--- config.mk ---
export PLATFORM = sky130hd
export DESIGN_NAME = mac_slot_ctrl
export DESIGN_NICKNAME = d
export VERILOG_FILES = /design/src/rtl/mac_slot_ctrl.sv
export SDC_FILE = /design/constraint.sdc
export NUM_CORES = 1
export LEC_CHECK = 0
export ABC_AREA = 1
export CELL_PAD_IN_SITES_DETAIL_PLACEMENT = 0
export CELL_PAD_IN_SITES_GLOBAL_PLACEMENT = 2
export CORE_ASPECT_RATIO = 0.75
export CORE_MARGIN = 2
export CORE_UTILIZATION = 33
export CTS_CLUSTER_SIZE = 12
export DETAILED_ROUTE_END_ITERATION = 8
export HOLD_SLACK_MARGIN = 0.12
export PLACE_DENSITY = 0.89
export SLEW_MARGIN = 10
export SYNTH_ARGS = -nofsm -noshare
export SYNTH_HDL_FRONTEND = slang
export SYNTH_SLANG_ARGS = --single-unit
--- constraint.sdc ---
create_clock -name clk -period 4.4 [get_ports clk]
set_input_delay 1.32 -clock clk [delete_from_list [all_inputs] [get_ports clk]]
set_output_delay 1.32 -clock clk [all_outputs]
set_load 0.01 [all_outputs]
--- src/rtl/mac_slot_ctrl.sv ---
// rtl/mac_slot_ctrl.sv - slotted-ALOHA reply arbiter for a backscatter tag.
// MAC_SLOT_CTRL_RSS_GATE_EN adds the WAIT_RSS state that gates replies on probe RSS.
module mac_slot_ctrl #(
  parameter int unsigned Q_DEFAULT  = 2,
  parameter logic [15:0] LFSR_SEED  = 16'hACE1,
  parameter logic [7:0]  RSS_THRESH = 8'h80
) (
  input  logic        clk,
  input  logic        reset,
  input  logic        frame_start,
  input  logic [3:0]  q_in,
  input  logic        slot_tick,
  input  logic        rss_valid,
  input  logic [7:0]  rss,
  input  logic        mod_done,
  input  logic        ack,
  input  logic        nak,
  output logic        mod_grant,
  output logic [15:0] slot_cnt,
  output logic        tag_done,
  output logic [7:0]  coll_cnt
);

  localparam logic [3:0] Q_RST = (Q_DEFAULT > 15) ? 4'd15 : 4'(Q_DEFAULT);

`ifdef MAC_SLOT_CTRL_RSS_GATE_EN
  typedef enum logic [2:0] {
    IDLE      = 3'd0,
    WAIT_SLOT = 3'd1,
    WAIT_RSS  = 3'd2,
    REPLY     = 3'd3,
    WAIT_ACK  = 3'd4,
    DONE      = 3'd5
  } state_t;
`else
  typedef enum logic [2:0] {
    IDLE      = 3'd0,
    WAIT_SLOT = 3'd1,
    REPLY     = 3'd3,
    WAIT_ACK  = 3'd4,
    DONE      = 3'd5
  } state_t;

  logic unused_rss;
  assign unused_rss = ^{rss, rss_valid};
`endif

  state_t      state_q, state_d;
  logic [3:0]  q_q, q_d;
  logic [15:0] lfsr_q, lfsr_d;
  logic [15:0] slot_q, slot_d;
  logic [7:0]  coll_q, coll_d;
  logic        done_q, done_d;
  logic        grant_q, grant_d;
  logic        redraw;

  function automatic logic [15:0] slot_mask(input logic [3:0] q);
    return (16'd1 << q) - 16'd1;
  endfunction

  // Right-shifting Galois form; taps 0xB400 realise x^16+x^14+x^13+x^11+1.
  assign lfsr_d = {1'b0, lfsr_q[15:1]} ^ (lfsr_q[0] ? 16'hB400 : 16'h0000);

  always_comb begin
    state_d = state_q;
    q_d     = q_q;
    slot_d  = slot_q;
    coll_d  = coll_q;
    done_d  = done_q;
    redraw  = 1'b0;

    if (frame_start) begin
      q_d     = q_in;
      slot_d  = lfsr_q & slot_mask(q_in);
      coll_d  = 8'd0;
      done_d  = 1'b0;
      state_d = WAIT_SLOT;
    end else begin
      case (state_q)
        WAIT_SLOT: begin
          if (slot_tick) begin
            if (slot_q == 16'd0) begin
`ifdef MAC_SLOT_CTRL_RSS_GATE_EN
              state_d = WAIT_RSS;
`else
              state_d = REPLY;
`endif
            end else begin
              slot_d = slot_q - 16'd1;
            end
          end
        end
`ifdef MAC_SLOT_CTRL_RSS_GATE_EN
        WAIT_RSS: begin
          if (rss_valid) begin
            if (rss >= RSS_THRESH) state_d = REPLY;
            else                   redraw  = 1'b1;
          end else if (slot_tick) begin
            redraw = 1'b1;
          end
        end
`endif
        REPLY: begin
          if (mod_done) state_d = WAIT_ACK;
        end
        WAIT_ACK: begin
          if (ack) begin
            done_d  = 1'b1;
            state_d = DONE;
          end else if (nak || slot_tick) begin
            if (coll_q != 8'hFF) coll_d = coll_q + 8'd1;
            redraw = 1'b1;
          end
        end
        default: ;
      endcase

      if (redraw) begin
        slot_d  = lfsr_q & slot_mask(q_q);
        state_d = WAIT_SLOT;
      end
    end

    grant_d = (state_d == REPLY);
  end

  // Grant is a flop with async clear so reset silences the modulator at once.
  always_ff @(posedge clk or negedge reset) begin
    if (!reset) begin
      state_q <= IDLE;
      q_q     <= Q_RST;
      lfsr_q  <= LFSR_SEED;
      slot_q  <= 16'd0;
      coll_q  <= 8'd0;
      done_q  <= 1'b0;
      grant_q <= 1'b0;
    end else begin
      state_q <= state_d;
      q_q     <= q_d;
      lfsr_q  <= lfsr_d;
      slot_q  <= slot_d;
      coll_q  <= coll_d;
      done_q  <= done_d;
      grant_q <= grant_d;
    end
  end

  assign mod_grant = grant_q;
  assign slot_cnt  = slot_q;
  assign tag_done  = done_q;
  assign coll_cnt  = coll_q;

endmodule

==> reports/metrics.cfg <==
[route]
dr.first_iter.drc_count = 243
count_of_nets_left_with_antenna_violations_after_detail_routing = 0
drt-wirelength-per-cell_um = 13.89
drc_errors_left = 0
firstDrtPassIters = 5
route.vias.total = 3080
vias_per_cell = 4.805
detail_route.wirelength_mm = 8.901

[floorplan]
die_h_um = 89.56
floorplan.initialDensity = 0.3362
fp.dieW_um = 118.1
fp.coreArea_um2 = 9580
floorplan.rows = 31
io_pins = 46
fp.dieArea_um2 = 10570

[sta]
timing.final.setup_violations = 0
final_max_slew_viol_count = 0
hold_viol_final = 0
grt_setup_unrepaired = false
timing.final.crit_period_ps = 3011
worst_pin_slew_ps = 792.1
post-route-period-util = 0.6843
final.hold.worst_slack_ps = 375.1
clock-skew-final_ps = 9.533
max_freq_mhz = 332.1
max_slew_margin = 0.4719
finalSetupTns_ps = 0

[critical_path]
critical_path.cell_chain = clkdlybuf4s50_1 -> nor2_1 -> nand2_1 -> ha_1 -> nand2_1 -> nand2_1 -> a21oi_1 -> nor2_1 -> a21oi_1 -> nand2_1 -> o21ai_0
largest_fanout_on_the_critical_path = 10
worst_ep_arrival_time_ps = 3230
critPathCaptureType = flop
critPathTopFamily = simple AND/OR/NAND/NOR gates
critPathMostFrequentCell = nand2_1
critical_path_required_ps = 4610
startpoint_type_of_the_worst_setup_path = input pin
path_buf_inv = 1
cp_slowest_cell = clkdlybuf4s50_1
max_stage_delay_ps = 580
crit_path_class = in2reg

[placed_design]
gpl.final_weighted_congestion = 0.8524
port-buffer-count = 36
dp_hpwl_mm = 6.811
placedCellCount = 633

[synth]
postSynthNetCount = 498
syn-instance-count = 474
async_sr_flop_fraction = 1.000
fraction_of_synthesized_area_in_multiplexers = 0
synth_enable_flop_cells = 0
synth_top_cells_by_count = 155 x nand2_1, 58 x inv_1, 56 x nor2_1, 50 x nand3_1, 40 x dfrtp_1
synth_top_area_frac = 0.3108
complex_gate_fraction_of_the_synthesized_area = 0.08120
yosysMostFrequentCell = nand2_1
yosys_register_bits = 49
synth_top_family_by_area = simple AND/OR/NAND/NOR gates
synth.yosys.warnings = 0
postSynthAreaPerCell_um2 = 6.794
yosys.area_share.adder = 0.01554
synth_area_um2 = 3221
synth.largest_area_cell = dfrtp_1
synthFlopType = dfrtp_1
synth-seq-area-share = 0.3842
synth_cell_types = 36
synth_area_leaders = dfrtp_1 31%, nand2_1 18%, nand3_1 7.8%
simple_gate_portion_of_the_synthesized_area = 0.3990
yosys.area_share.xor_xnor = 0.02720

[clocking]
post_cts_resize_count = 0
cts_tree = yes
tritoncts.num_buffers = 5
clock-root-buffer = clkbuf_16
cts_post_setup_buffers_inserted = 0
number_of_clock_sinks = 49
path_clk_slew_ps = 70
ctsHoldBuffers = 0
cts-root-to-sink-buffers = 2
clk-insertion-delay-late_ps = 290
clock_tree.htree_level_count = 2

[job]
drv_cap = 0

[final_layout]
antenna-diode-count = 0
syn2layout_area_growth_pct = 19.31
final_layout_size_suffix_gt1_frac = 0.07662
post_layout_nonfiller_instances = 641
count_of_nets_after_finishing = 532

[power_and_ir_drop]
power_density_nw_per_um2 = 508.0
ir_drop_mv = 0.2282
leakagePower_nw = 1.931

[global_routing]
antenna_found_initial = 0
grt_start_max_net_pins = 35
grt_overflow = 0
grt_pass1_wl_mm = 14.95
via_count_of_the_first_global_routing_pass = 2972
grt_util_all_layers = 0.1813

[min_path]
min_path_type = reg2reg

[status]
outcome = completed

## cells by family after synthesis
| family | after synthesis |
|---|---|
| simple gates | 291 |
| buf+inv | 72 |
| flops | 49 |
| compound gates | 48 |
| xor+xnor | 10 |
| fa+ha+maj | 4 |
## per-layer routing
layer  GRT usage  wire length (µm)  part of all wire
met1      0.2628              4740              0.53
met2      0.2764              3714              0.42
met3     0.03380               306             0.034
met4     0.05257               140             0.016
met5           0                 0                 0
## stage by stage
stage               area [µm²]  worst slack (ps)  utilization  power [mW]
floorplan                 3221              1880            -       1.249
global placement          3687              1098       0.3849       1.548
detailed placement        3687              1042       0.3849       1.554
CTS                       3842              1341       0.4011       1.969
global route              3842              1149       0.4011       2.141
finish                    3842              1389       0.4011       1.952
## cell usage in the layout (no fill, tap or decap), types with 5 or more instances in the layout
cell type,n
clkbuf_16,5
nand2_1,155
xor2_1,9
dfstp_2,9
clkdlybuf4s50_1,35
nor3_1,5
nand4_1,6
a21oi_1,14
nand3_1,50
o21ai_0,22
inv_1,58
nor2_1,56
dfrtp_1,40
## final cells by class
| cell class | instances | area (µm²) |
|---|---|---|
| clock buffer | 6 | 138.9 |
| sequential | 49 | 1237 |
| inverter | 61 | 230.2 |
| tap | 132 | 165.2 |
| clock inverter | 2 | 16.27 |
| multi-input combinational | 353 | 1684 |
| fill | 1032 | 5738 |
| timing repair buffer | 38 | 370.4 |
## path summary, 6_finish.rpt
check	startpoint	endpoint	slack, ps	cells after the start
hold / removal	lfsr_q[7]	lfsr_q[6]	380	0
setup reg to reg	q_q[1]	slot_cnt[10]	2460	12
min in group asynchronous	reset	lfsr_q[9]	1110	1
hold reg to reg	lfsr_q[7]	lfsr_q[6]	380	0
max in group asynchronous	reset	lfsr_q[0]	2500	2
setup / recovery	q_in[1]	slot_cnt[1]	1390	11
## state kept, by name, summed over array words and instances, names as in the netlist
name / count
coll_cnt: 8
lfsr_q: 16
mod_grant: 1
q_q: 4
slot_cnt: 16
state_q: 3
tag_done: 1
## power by group
group,switching (mW),leakage [nW],internal (mW)
clock,0.181,0.0735,0.229
combinational,0.549,1.23,0.358
sequential,0.108,0.627,0.527
No activity file was read; power rests on OpenSTA's default activity.
==> patch: new RTL, config.mk and constraints unchanged <==
Build with the macro `MAC_SLOT_CTRL_RSS_GATE_EN` defined.
--- a/src/rtl/mac_slot_ctrl.sv
+++ b/src/rtl/mac_slot_ctrl.sv
@@ -1,5 +1,7 @@
 // rtl/mac_slot_ctrl.sv - slotted-ALOHA reply arbiter for a backscatter tag.
 // MAC_SLOT_CTRL_RSS_GATE_EN adds the WAIT_RSS state that gates replies on probe RSS.
+`define MAC_SLOT_CTRL_RSS_GATE_EN
+
 module mac_slot_ctrl #(
   parameter int unsigned Q_DEFAULT  = 2,
   parameter logic [15:0] LFSR_SEED  = 16'hACE1,
Function: changed (Yosys sat finds a counterexample within 4 cycles, from zero or initial values and one cycle with reset low).
==> patch against the unedited design <==
Setup slack lost 0.20 ns. Wire length is 2.4% lower. Synthesized cell count down 6.5%. Cell area decreased by 0.23%. First-iteration DRC count shrank 12%. Total power decreased by 4.2%. Final cell count is 4.7% lower. Sequential cell count unchanged. Clock skew shrank 0.0042 ns. Synthesized area fell by 1.5%.
==> patch: results (changes against the unedited design) <==
* Vias per cell at 4.907 (+2.1%)
* Clk_skew at 0.005349 ns (-0.004184 ns)
* Static leakage at 1.752 nW (-9.3%)
* Worst Path Arrival at 3.40 ns (+0.17 ns)
* # port buffers at 38 (+5.6%)
* RR Startpoint: state_q[0]$_DFF_PN0_
* Global-route met2 utilization at 26.38% (-1.3 points)
* Layout cells sized above 1 at 9.317% (+1.7 points)
* Critical Path Sink: slot_cnt[10]$_DFFE_PN0P_
* Peak supply drop at 242.4 uV (+6.2%)
* Crit Reg-Reg Endpoint: slot_cnt[12]$_DFFE_PN0P_
* Status: finished, final reports clean
* First-pass GRT wire length at 14050 um (-6.0%)
* Vias in the first global route at 2656 (-11%)
* GRT met3 Usage at 3.525% (+0.15 points)
* Syn nets at 468 (-6.0%)
* Crit path launch: q_in[2]
* Area after DPL at 3662 um2 (-0.68%)
* Post-synthesis sequential area ratio at 39.01% (+0.59 points)
* Fillers at 1000 (-3.1%)
* Largest net degree at the start of global routing at 34 (-2.9%)
* XOR/XNOR Fraction of Synth Area at 2.761% (+0.042 points)
* Switching pwr at 0.7508 mW (-10%)
* Slowest stage delay, CP at 0.63 ns (+0.05 ns)
* Fin nets at 507 (-4.7%)
* Dpl hpwl at 6589 um (-3.3%)
* Flop-to-flop setup slack at 2.33 ns (-0.13 ns)
* Post-synthesis compound-gate area fraction at 11.87% (+3.8 points)
* Tot GR Track Use at 18.00% (-0.13 points)
patch: metrics by stage:
stage	instances	utilization [%]	power, mW
floorplan	443	-	1.165
global placement	603	39.82	1.428
detailed placement	603	39.82	1.428
CTS	611	41.69	1.893
global route	611	41.69	2.027
finish	611	41.69	1.870
patch: power by group through the flow:
| stage | clock (mW) | combinational (mW) | sequential [mW] |
|---|---|---|---|
| 2_1_floorplan | 0 | 0.519 | 0.647 |
| 3_3_place_gp | 0 | 0.782 | 0.646 |
| 3_5_place_dp | 0 | 0.782 | 0.646 |
| 4_1_cts | 0.469 | 0.785 | 0.638 |
| 5_1_grt | 0.487 | 0.885 | 0.656 |
| 6_report | 0.452 | 0.780 | 0.639 |
patch: area by class of cell:
type	count	area share [%]
Clock inverter	3	1.208
Timing Repair Buffer	41	10.38
Tap cell	128	4.178
Sequential cell	49	32.28
Inverter	58	5.679
Multi-Input combinational cell	327	43.02
Clock buffer	5	3.264
patch: how the worst min path moves through the flow:
stage                     depth (start not counted)                start  slack [ns]                   to
after floorplan                                   0  lfsr_q[9]$_DFF_PN0_        0.35  lfsr_q[8]$_DFF_PN0_
after global placement                            0  lfsr_q[9]$_DFF_PN0_        0.35  lfsr_q[8]$_DFF_PN0_
after detailed placement                          0  lfsr_q[9]$_DFF_PN0_        0.36  lfsr_q[8]$_DFF_PN0_
after CTS                                         0  lfsr_q[9]$_DFF_PN0_        0.37  lfsr_q[8]$_DFF_PN0_
after global routing                              0  lfsr_q[9]$_DFF_PN0_        0.39  lfsr_q[8]$_DFF_PN0_
final                                             0  lfsr_q[1]$_DFF_PN0_        0.38  lfsr_q[0]$_DFF_PN1_
patch: routing by layer:
metal	vias to the layer above	wire length, um
li1	1502	-
met1	1401	4551
met2	85	3589
met3	10	459
met4	0	87
met5	-	0
